===== config.mk =====
export PLATFORM = sky130hd
export DESIGN_NAME = register_write_buffered
export DESIGN_NICKNAME = d
export VERILOG_FILES = /design/src/rtl/register_write_pkg.sv /design/src/rtl/rx_byte_fifo.sv /design/src/rtl/register_write_buffered.sv
export SDC_FILE = /design/constraint.sdc
export NUM_CORES = 1
export LEC_CHECK = 0
export ABC_AREA = 1
export CORE_AREA = 10 10 99 101
export DETAILED_ROUTE_END_ITERATION = 12
export DIE_AREA = 0 0 109 111
export GPL_TIMING_DRIVEN = 0
export PLACE_DENSITY = 0.77
export SYNTH_ARGS = -nofsm -noshare
export SYNTH_HDL_FRONTEND = slang
export SYNTH_SLANG_ARGS = --single-unit
export TNS_END_PERCENT = 5

===== constraint.sdc =====
create_clock -name CLK -period 3 [get_ports CLK]
set_input_delay 0.6 -clock CLK [delete_from_list [all_inputs] [get_ports CLK]]
set_output_delay 0.6 -clock CLK [all_outputs]
set_load 0.05 [all_outputs]

===== src/rtl/register_write_pkg.sv =====
// Shared types and constants for the writeback selector and its receive buffer.
package register_write_pkg;

    localparam int unsigned UART_BYTE_W = 8;

    // Writeback data source selected by MemtoReg
    typedef enum logic [1:0] {
        SRC_NONE = 2'b00,
        SRC_MEM  = 2'b01,
        SRC_ALU  = 2'b10,
        SRC_PC   = 2'b11
    } wb_src_e;

    // UART read sequencing
    typedef enum logic [1:0] {
        IDLE    = 2'b00,
        WAIT_IN = 2'b01,
        HOLD    = 2'b10
    } wb_state_e;

endpackage


===== src/rtl/rx_byte_fifo.sv =====
// UART receive byte buffer.
// RW_RX_FIFO_EN defined: DEPTH-entry circular FIFO (DEPTH a power of two, >= 2).
// Undefined: single-entry holding register, DEPTH only sizes the count port.
module rx_byte_fifo
    import register_write_pkg::*;
#(
    parameter int unsigned DEPTH = 4
) (
    input  logic                       CLK,
    input  logic                       reset,
    input  logic                       push,
    input  logic                       pop,
    input  logic [UART_BYTE_W-1:0]     wr_data,
    output logic [UART_BYTE_W-1:0]     rd_data,
    output logic                       full,
    output logic                       empty,
    output logic [$clog2(DEPTH):0]     count
);

    localparam int unsigned CNT_W = $clog2(DEPTH) + 1;

`ifdef RW_RX_FIFO_EN
    localparam int unsigned PTR_W = $clog2(DEPTH);

    logic [UART_BYTE_W-1:0] mem_q [DEPTH];
    logic [PTR_W-1:0]       wr_ptr_q;
    logic [PTR_W-1:0]       rd_ptr_q;
    logic [CNT_W-1:0]       count_q;
    logic                   do_push;
    logic                   do_pop;

    // A push into a full buffer is allowed only when a pop frees a slot the same cycle
    assign do_pop  = pop && !empty;
    assign do_push = push && (!full || do_pop);

    assign full    = (count_q == CNT_W'(DEPTH));
    assign empty   = (count_q == '0);
    assign count   = count_q;
    assign rd_data = mem_q[rd_ptr_q];

    // Storage array, no reset needed since reads are gated by count
    always_ff @(posedge CLK) begin
        if (do_push) begin
            mem_q[wr_ptr_q] <= wr_data;
        end
    end

    // Pointers wrap naturally because DEPTH is a power of two
    always_ff @(posedge CLK or negedge reset) begin
        if (!reset) begin
            wr_ptr_q <= '0;
            rd_ptr_q <= '0;
            count_q  <= '0;
        end else begin
            if (do_push) begin
                wr_ptr_q <= wr_ptr_q + PTR_W'(1);
            end
            if (do_pop) begin
                rd_ptr_q <= rd_ptr_q + PTR_W'(1);
            end
            unique case ({do_push, do_pop})
                2'b10:   count_q <= count_q + CNT_W'(1);
                2'b01:   count_q <= count_q - CNT_W'(1);
                default: count_q <= count_q;
            endcase
        end
    end
`else
    logic [UART_BYTE_W-1:0] data_q;
    logic                   valid_q;
    logic                   do_push;
    logic                   do_pop;

    assign do_pop  = pop && valid_q;
    assign do_push = push && (!valid_q || do_pop);

    assign full    = valid_q;
    assign empty   = !valid_q;
    assign count   = CNT_W'(valid_q);
    assign rd_data = data_q;

    // Single holding register with its occupancy flag
    always_ff @(posedge CLK or negedge reset) begin
        if (!reset) begin
            data_q  <= '0;
            valid_q <= 1'b0;
        end else begin
            if (do_push) begin
                data_q <= wr_data;
            end
            if (do_push) begin
                valid_q <= 1'b1;
            end else if (do_pop) begin
                valid_q <= 1'b0;
            end
        end
    end
`endif

endmodule


===== src/rtl/register_write_buffered.sv =====
// Writeback-stage data selector and register-file write strobe with a buffered
// UART receive path. Receive buffer depth is selected by RW_RX_FIFO_EN.
module register_write_buffered
    import register_write_pkg::*;
#(
    parameter int unsigned DATA_WIDTH     = 32,
    parameter int unsigned INST_MEM_WIDTH = 2,
    parameter int unsigned REG_ADDR_WIDTH = 5,
    parameter int unsigned FIFO_DEPTH     = 4
) (
    input  logic                      CLK,
    input  logic                      reset,
    input  logic                      distinct,
    input  logic [1:0]                MemtoReg,
    input  logic                      UARTtoReg,
    input  logic [REG_ADDR_WIDTH-1:0] rd_addr,
    input  logic [DATA_WIDTH-1:0]     read_data,
    input  logic [DATA_WIDTH-1:0]     alu_result,
    input  logic [INST_MEM_WIDTH-1:0] pc,
    input  logic [UART_BYTE_W-1:0]    rx_data,
    input  logic                      rx_valid,
    output logic                      rx_ready,
    output logic                      reg_write_enable,
    output logic [REG_ADDR_WIDTH-1:0] reg_write_addr,
    output logic [DATA_WIDTH-1:0]     data,
    output logic                      pc_enable,
    output logic                      rx_overflow
);

    wb_state_e                   state_q;
    wb_state_e                   state_d;
    logic [DATA_WIDTH-1:0]       data_d;
    logic                        we_d;
    logic [REG_ADDR_WIDTH-1:0]   addr_d;
    logic                        pc_en_d;
    logic                        take;

    logic                        fifo_push;
    logic                        fifo_pop;
    logic [UART_BYTE_W-1:0]      fifo_rd_data;
    logic                        fifo_full;
    logic                        fifo_empty;
    logic [$clog2(FIFO_DEPTH):0] fifo_count;
    logic [UART_BYTE_W-1:0]      rx_byte;
    logic                        unused_count;

    assign unused_count = ^fifo_count;

    // An empty buffer bypasses the incoming byte straight to the write path
    assign rx_byte   = fifo_empty ? rx_data : fifo_rd_data;
    assign rx_ready  = !fifo_full;
    assign fifo_pop  = take && !fifo_empty;
    assign fifo_push = rx_valid && rx_ready && !(take && fifo_empty);

    rx_byte_fifo #(
        .DEPTH (FIFO_DEPTH)
    ) u_rx_fifo (
        .CLK     (CLK),
        .reset   (reset),
        .push    (fifo_push),
        .pop     (fifo_pop),
        .wr_data (rx_data),
        .rd_data (fifo_rd_data),
        .full    (fifo_full),
        .empty   (fifo_empty),
        .count   (fifo_count)
    );

    // Next-state and next-output decode
    always_comb begin
        state_d = state_q;
        data_d  = data;
        we_d    = 1'b0;
        addr_d  = rd_addr;
        pc_en_d = pc_enable;
        take    = 1'b0;

        unique case (state_q)
            IDLE: begin
                if (UARTtoReg) begin
                    if (!fifo_empty) begin
                        take    = 1'b1;
                        data_d  = DATA_WIDTH'(rx_byte);
                        we_d    = 1'b1;
                        state_d = HOLD;
                    end else begin
                        pc_en_d = 1'b0;
                        state_d = WAIT_IN;
                    end
                end else begin
                    unique case (wb_src_e'(MemtoReg))
                        SRC_MEM: begin
                            data_d = read_data;
                            we_d   = 1'b1;
                        end
                        SRC_ALU: begin
                            data_d = alu_result;
                            we_d   = 1'b1;
                        end
                        SRC_PC: begin
                            data_d = DATA_WIDTH'(pc);
                            we_d   = 1'b1;
                        end
                        default: begin
                            data_d = data;
                        end
                    endcase
                end
            end
            WAIT_IN: begin
                pc_en_d = 1'b0;
                if (!fifo_empty || rx_valid) begin
                    take    = 1'b1;
                    data_d  = DATA_WIDTH'(rx_byte);
                    we_d    = 1'b1;
                    pc_en_d = 1'b1;
                    state_d = HOLD;
                end
            end
            HOLD: begin
                if (distinct) begin
                    state_d = IDLE;
                end
            end
            default: begin
                state_d = IDLE;
            end
        endcase
    end

    // State and registered outputs; overflow flag is sticky until reset
    always_ff @(posedge CLK or negedge reset) begin
        if (!reset) begin
            state_q          <= IDLE;
            data             <= '0;
            reg_write_enable <= 1'b0;
            reg_write_addr   <= '0;
            pc_enable        <= 1'b1;
            rx_overflow      <= 1'b0;
        end else begin
            state_q          <= state_d;
            data             <= data_d;
            reg_write_enable <= we_d;
            reg_write_addr   <= addr_d;
            pc_enable        <= pc_en_d;
            if (rx_valid && !rx_ready) begin
                rx_overflow <= 1'b1;
            end
        end
    end

endmodule

# Yosys cells after proc, flatten, opt, wreduce, memory -nomap -nowiden
# Cells that the tools add are included.
# Widths: inputs -> output; s select.
[totals]
reg_bits = 51
latchBits = 0
ram_bits = 0
romBits = 0
input_bits = 86
out_inout_bits = 41
mem_count = 0
[classes]
addsub = 0
multipliers = 0
div_mod_pow = 0
order_cmp = 0
eq_ne = 11
shift = 0
n_mux = 23
bitwise = 0
n_reduce_logical = 18
[ops]
columns = ["cell", "n"]
rows = [
  ["$mux 32", 3],
  ["$pmux 32 s3", 1],
  ["$pmux 32 s2", 1],
  ["$mux 1", 9],
  ["$mux 2", 4],
  ["$mux 8", 1],
  ["$ne 2x2->1 const B", 4],
  ["$logic_and 1x1->1", 7],
  ["$eq 2x2->1 const B", 3],
  ["$pmux 1 s2", 3],
  ["$pmux 2 s3", 1],
  ["$reduce_and 3->1", 2],
  ["$ne 5x2->1 const B", 1],
  ["$eq 2x1->1 const B", 2],
  ["$reduce_and 4->1", 1],
  ["$reduce_bool 2->1", 2],
  ["$ne 3x2->1 const B", 1],
  ["$reduce_or 3->1", 1],
  ["$logic_not 1->1", 2],
  ["$logic_not 2->1", 1],
  ["$logic_or 1x1->1", 2],
]

# Logic depth before layout (Yosys ltp)
# Gate-level depths: netlist of the first run.
[logic_depth]
depth_word = 8
depth_mapped = 9

# Cells and area by module
# Synthesis of the first run repeated with hierarchy kept, for this count alone.
[hier_totals]
hier_cells = 361
area_unflattened_um2 = 2680.1
[by_module_without_submodules]
columns = ["mod", "n_inst", "cells_per_inst", "area_each_um2", "seq_area_each_um2"]
rows = [
  ["register_write_buffered", 1, 318, 2280.9, 1052.3],
  ["rx_byte_fifo", 1, 43, 399.1, 225.2],
]

# Worst setup path before layout of the first run
# OpenSTA, ideal clock, no wires.
[synth_timing]
kind = "input to register"
from = "input rx_valid"
to = "register data[16]"
arrival_ns = 1.327
path_slack_ns = 1.553
path_stages = 8
path_buffers = 2
cell_sequence = "inv_1 -> nand2_2 -> nand2_2 -> and2_1 -> buf_6 -> buf_6 -> nand3_2 -> nand2_1"
[synth_between]
elab_chain_cells = 3
[synth_rtl]
columns = ["element", "line_no", "source"]
rows = [
  ["start, declared", "register_write_buffered.sv:21", "input logic rx_valid,"],
  ["$logic_or 1x1->1", "register_write_buffered.sv:112", "if (!fifo_empty || rx_valid) begin"],
  ["$ne 2x2->1 (no source line)", "--", ""],
  ["$reduce_and 4->1 (no source line)", "--", ""],
  ["end signal, assigned", "register_write_buffered.sv:142", "data <= data_d;"],
  ["end, declared", "register_write_buffered.sv:25", "output logic [DATA_WIDTH-1:0] data,"],
]
# No other way between the ends.
# A chain may end at the register's enable or synchronous reset.

# Worst setup path after layout of the first run
[layout_timing]
from = "register u_rx_fifo.valid_q, in the netlist u_rx_fifo.full"
to = "output rx_ready"
[layout_between]
elab_chain_cells = 1
[layout_rtl]
columns = ["element", "line_no", "source"]
rows = [
  ["start, declared", "rx_byte_fifo.sv:70", "logic valid_q;"],
  ["start signal, assigned", "rx_byte_fifo.sv:86", "valid_q <= 1'b0;"],
  ["start signal, assigned", "rx_byte_fifo.sv:92", "valid_q <= 1'b1;"],
  ["start signal, assigned", "rx_byte_fifo.sv:94", "valid_q <= 1'b0;"],
  ["$logic_not 1->1", "register_write_buffered.sv:51", "assign rx_ready = !fifo_full;"],
  ["end, declared", "register_write_buffered.sv:22", "output logic rx_ready,"],
]
# No other way between the ends.

==> results of run 1 <==
worst reg2reg max path, cell delays in order (launching register included):
cell and delay, ns:
dfrtp_1 0.42, inv_1 0.10, nand2_1 0.06, nand2_1 0.25, clkbuf_1 0.41, a21oi_1 0.11, nand2_1 0.11, nand2_1 0.06
area by class of cell:
| class | count | area [sq um] |
|---|---|---|
| Sequential cell | 51 | 1280 |
| Multi-Input combinational cell | 272 | 1210 |
| Clock buffer | 5 | 68.8 |
| Inverter | 21 | 81.3 |
| Timing Repair Buffer | 127 | 1280 |
| Buffer | 22 | 128 |
| Clock inverter | 3 | 20.0 |
| Tap cell | 105 | 131 |
| Fill cell | 754 | 3770 |
sequential cells by signal (all words and copies together) (netlist names):
signal and count:
state_q 2, reg_write_addr 5, u_rx_fifo.rd_data 8, u_rx_fifo.full 1, reg_write_enable 1, data 32, rx_overflow 1, pc_enable 1
placed cells by master, fill, tap and decap left out, drive strengths merged:
master         instances
a21oi                 25
and2                   1
buf                   18
clkbuf                11
clkdlybuf4s50        125
clkinv                 1
clkinvlp               2
dfrtp                 50
dfstp                  1
inv                   21
nand2                177
nand3                 44
nor2                   8
o21ai                 15
o21bai                 1
o31ai                  1
logic make-up (layout without fill, tap and decap cells):
family,after synthesis,in the layout,synth area share [%]
AOI/OAI and AO/OA,42,42,7.98
buffers and inverters,43,178,7.75
DFF,51,51,47.4
and+or+nand+nor,230,230,36.9
path summary, 6_finish.rpt:
check / start / end / slack (ns) / depth (start not counted)
worst max-delay path: u_rx_fifo.full / rx_ready / 0.68 / 3
worst min-delay path: reset / data[16] / 0.20 / 1
worst max register to register: state_q[1] / data[10] / 1.38 / 7
worst min register to register: pc_enable / pc_enable / 0.48 / 2
max in group asynchronous: reset / pc_enable / 2.21 / 2
min in group CLK: pc_enable / pc_enable / 0.48 / 2
layer usage:
| metal | vias to the layer above | global-route usage, % | wire (microns) |
|---|---|---|---|
| met3 | 14 | 5.06 | 690 |
| met4 | 0 | 4.13 | 193 |
| met1 | 1305 | 16.4 | 3550 |
| met2 | 87 | 24.5 | 4540 |
| li1 | 1413 | - | - |
| met5 | - | 0 | 0 |
per-stage QoR:
stage | worst slack (ns) | hold WS, ns
2_1_floorplan | 1.55 | 0.304
3_3_place_gp | -0.124 | 0.455
3_5_place_dp | 0.713 | 0.461
4_1_cts | 0.673 | 0.207
5_1_grt | 0.607 | 0.214
6_report | 0.683 | 0.202
power by group through the flow:
stage	logic, W	clock network (W)	registers (W)
2_1_floorplan	0.000864	0	0.00195
3_3_place_gp	0.00251	0	0.00116
3_5_place_dp	0.00255	0	0.00118
4_1_cts	0.00255	0.000408	0.00116
5_1_grt	0.00272	0.000438	0.00119
6_report	0.00252	0.000392	0.00116
==> results.json, run 1 <==
{
  "holdCritPathClass": "in2async",
  "io_buffers": 126,
  "die_h_microns": 111,
  "crit_fanout": 9,
  "hold_violations": 0,
  "wirelength_microns": 8970,
  "syn-cell-area_sq_um": 2700,
  "synth_edf_count": 0,
  "grt_max_degree": 37,
  "critPathCaptureType": "primary output",
  "postSynthAreaPerCell_sq_um": 7.37,
  "synth_flop_cell": "dfrtp_1",
  "fmax_mhz": 432,
  "power_switching_w": 0.00207,
  "instances_no_fill": 606,
  "power_frac_seq_pct": 28.4,
  "dieWidth_microns": 109,
  "syn_nets": 452,
  "drcViolationCount": 0,
  "clock_sinks": 51,
  "path_cells": "buf_4, inv_4, clkdlybuf4s50_1",
  "fp-row-count": 33,
  "grt_setup_unrepaired": "false",
  "worst-slew-pin-transition_ns": 0.565,
  "first_pass_iters": 4,
  "drv_cap": 0,
  "route.antenna.remaining_nets": 0,
  "ys_ff_latch": 51,
  "h-tree-depth": 2,
  "clockBufferDepth": 2,
  "synth_top_cell_area_share_pct": 46.4,
  "netlist_top_cells_area": "dfrtp_1, nand2_1, nand3_1, nand3_2, a21oi_1",
  "nets": 586,
  "floorplan.initialDensity_pct": 33.9,
  "synth_warnings": 0,
  "synthTopCellsByCount": "nand2_1, dfrtp_1, nand3_1, a21oi_1, inv_1",
  "ys_types": 22,
  "grt_pass1_wl_microns": 14100,
  "numCtsBuffers": 5,
  "power.share.combinational_pct": 61.9,
  "post_cts_buffers": 0,
  "p_leak_nw": 2.00,
  "finalCritPeriodShare_pct": 77.2,
  "synth_seq_area_share_pct": 47.4,
  "insertion_delay_ns": 0.30,
  "post-synth-top-count-cell": "nand2_1",
  "post-dp-hpwl_microns": 7280,
  "crit_buf_inv": 3,
  "clkTransAtPathRegs_ns": 0.09,
  "crit_arrival_ns": 1.72,
  "via_per_inst": 4.65,
  "slew_headroom_pct": 62.2,
  "num_vias": 2819,
  "cts_tree": "done",
  "synth_top_cell_by_area": "dfrtp_1",
  "netlist_instances": 366,
  "finalPower_w": 0.00407,
  "crit_type": "reg2out",
  "post-route-util_pct": 52.6,
  "status": "finished, final reports clean",
  "ys_async_sr_fraction_pct": 100,
  "fin_tns_setup_ns": 0,
  "start_kind": "flop",
  "p_sw_share_pct": 50.8,
  "first_global_vias": 2823,
  "cts_hold_buf": 0,
  "power.internal_w": 0.00200,
  "n_antenna_cell": 0,
  "drive_above_1_share_pct": 8.98,
  "io_pins": 127,
  "worst_path_max_delay_cell": "clkdlybuf4s50_1",
  "core_sq_um": 7970,
  "setup_viol": 0,
  "clockPowerShare_pct": 9.6,
  "placed_cell_area_sq_um": 4110,
  "grt-ovfl-total": 0,
  "p_per_area_nw_per_um2": 971,
  "critical-path-top-delay-family": "buffers and inverters",
  "syn_to_final_growth_pct": 55.5,
  "gr-usage-all-layers_pct": 14.4,
  "vdd_ir_drop_max_v": 0.000397,
  "antenna_found_initial": 0,
  "slew_violations": 0,
  "max_stage_delay_ns": 0.81,
  "die_area_sq_um": 12100,
  "drt-initial-drc-count": 127,
  "placed_cells": 598,
  "place_congestion": 0.812,
  "cp.required_ns": 2.40,
  "final_area_sq_um": 4190,
  "avgRoutedWirePerCell_microns": 14.8,
  "period_needed_ns": 2.32,
  "cts_resized": 0,
  "cts-root-buf": "clkbuf_8",
  "clock_skew_ns": 0.00688
}
No activity file was read; power rests on OpenSTA's default activity.
==> run 2: changes to the inputs <==
Settings changed: PLACE_DENSITY 0.77 to 0.8.
Clock period 3 ns to 2 ns, I/O delays scaled along.
==> run 2 against run 1 <==
Net effect:
- final cell count is the same
- combinational power increased by 50%
- count of clock-buffer cells in the layout up 1
- critical path type unchanged
- critical endpoint is now data[0]
==> results.json, run 2 (synthesized netlist as in run 1, its figures left out) <==
{
  "first_pass_iters": 4,
  "cts_tree": "done",
  "nets": 586,
  "hold_violations": 0,
  "worstSetupEndpoint": "data[0]",
  "final_common_cell": "nand2_1",
  "m1WireLength_microns": 3540,
  "io_pins": 127,
  "io_buffers": 126,
  "insertion_delay_ns": 0.30,
  "grt_pass1_wl_microns": 14800,
  "reg2regPathDepth": 7,
  "dr_wl_met3_microns": 645,
  "n_antenna_cell": 0,
  "finalPower_w": 0.00625,
  "clkTransAtPathRegs_ns": 0.09,
  "most-common-layout-cells": "nand2_1, clkdlybuf4s50_1, dfrtp_1, nand3_1, a21oi_1",
  "dieWidth_microns": 109,
  "r2r_start": "state_q[1]",
  "drcViolationCount": 0,
  "holdCritPathClass": "in2async",
  "p_leak_nw": 2.02,
  "place_congestion": 0.797,
  "startpoint": "data[0]",
  "dr_wl_met2_microns": 4700,
  "antenna_found_initial": 0,
  "critPathCaptureType": "primary output",
  "slew_violations": 0,
  "highest_layer": "met4",
  "drv_cap": 0,
  "post-dp-hpwl_microns": 7350,
  "largest_register_ffs": 32,
  "fmax_mhz": 522,
  "critical-path-top-delay-family": "buffers and inverters",
  "floorplan.initialDensity_pct": 33.9,
  "die_area_sq_um": 12100,
  "core_sq_um": 7970,
  "worst-slew-pin-transition_ns": 0.556,
  "via_per_inst": 4.74,
  "numCtsBuffers": 5,
  "filler_cell_count": 771,
  "syn_to_final_growth_pct": 56.4,
  "crit_fanout": 2,
  "max_stage_delay_ns": 0.85,
  "first_global_vias": 3008,
  "avgRoutedWirePerCell_microns": 15.1,
  "route.antenna.remaining_nets": 0,
  "dp_slack_ns": -0.0704,
  "r2r_setup_slack_ns": 0.40,
  "num_vias": 2873,
  "cp.depth": 1,
  "top_register": "data",
  "drive_above_1_share_pct": 8.98,
  "finalCritPeriodShare_pct": 95.7,
  "clock_sinks": 51,
  "status": "finished, final reports clean",
  "gr-usage-all-layers_pct": 15.0,
  "fp-row-count": 33,
  "grt_setup_unrepaired": "false",
  "worst_r2r_endpoint": "data[19]",
  "layout_setup_ws_ns": 0.0861,
  "grt-ovfl-total": 0,
  "crit_buf_inv": 1,
  "worst_path_max_delay_cell": "clkdlybuf4s50_1",
  "drt-initial-drc-count": 130,
  "wirelength_microns": 9140,
  "start_kind": "flop",
  "path_cells": "clkdlybuf4s50_1",
  "crit_arrival_ns": 1.51,
  "setup_viol": 0,
  "crit_type": "reg2out",
  "clock_skew_ns": 0.00768,
  "period_needed_ns": 1.91,
  "cp.required_ns": 1.60,
  "die_h_microns": 111,
  "vdd_ir_drop_max_v": 0.000554,
  "h-tree-depth": 2,
  "cts-root-buf": "clkbuf_8",
  "clockBufferDepth": 2,
  "slew_headroom_pct": 62.8,
  "grt_max_degree": 35,
  "p_per_area_nw_per_um2": 1480
}
run 2: worst min path at each step:
stage,start,endpoint
finish,reset,data[16]
global placement,pc_enable,pc_enable
detailed placement,reset,data[16]
floorplan,reset,data[0]
CTS,reset,data[16]
global route,reset,data[16]
run 2: final cells by class:
type	count	area (sq um)	area share (%)
sequential	51	1280	30.3
timing repair buffer	127	1270	30.2
inverter	21	81.3	1.93
tap	105	131	3.11
multi-input combinational	272	1210	28.7
buffer	22	128	3.02
clock inverter	2	35.0	0.830
clock buffer	6	82.6	1.96
run 2: per-stage QoR:
step	utilization (%)	hold slack, ns	area (sq um)	setup TNS, ns	instances
after global routing	53.0	0.0380	4220	0	606
after detailed placement	51.5	0.365	4110	-1.35	598
after global placement	51.3	0.455	4090	-48.62	597
after CTS	53.0	0.0307	4220	0	606
after floorplan	-	0.104	2700	0	366
final	53.0	0.0242	4220	0	606
run 2: layer usage:
| metal | GRT usage (%) | up-vias |
|---|---|---|
| met2 | 26.3 | 80 |
| li1 | - | 1415 |
| met5 | 0 | - |
| met1 | 17.0 | 1362 |
| met3 | 3.78 | 16 |
| met4 | 5.36 | 0 |
run 2: where the power goes:
part | internal [W] | switching, W
Sequential | 0.00148 | 0.000257
Clock | 0.000405 | 0.000331
Combinational | 0.00126 | 0.00251
run 2: repair_timing:
| item | in CTS | in global routing |
|---|---|---|
| buffers inserted | 0 | 0 |
| hold buffers | 0 | 0 |
| endpoints found under the setup margin | 2 | 0 |
| resized for setup | 2 | 0 |
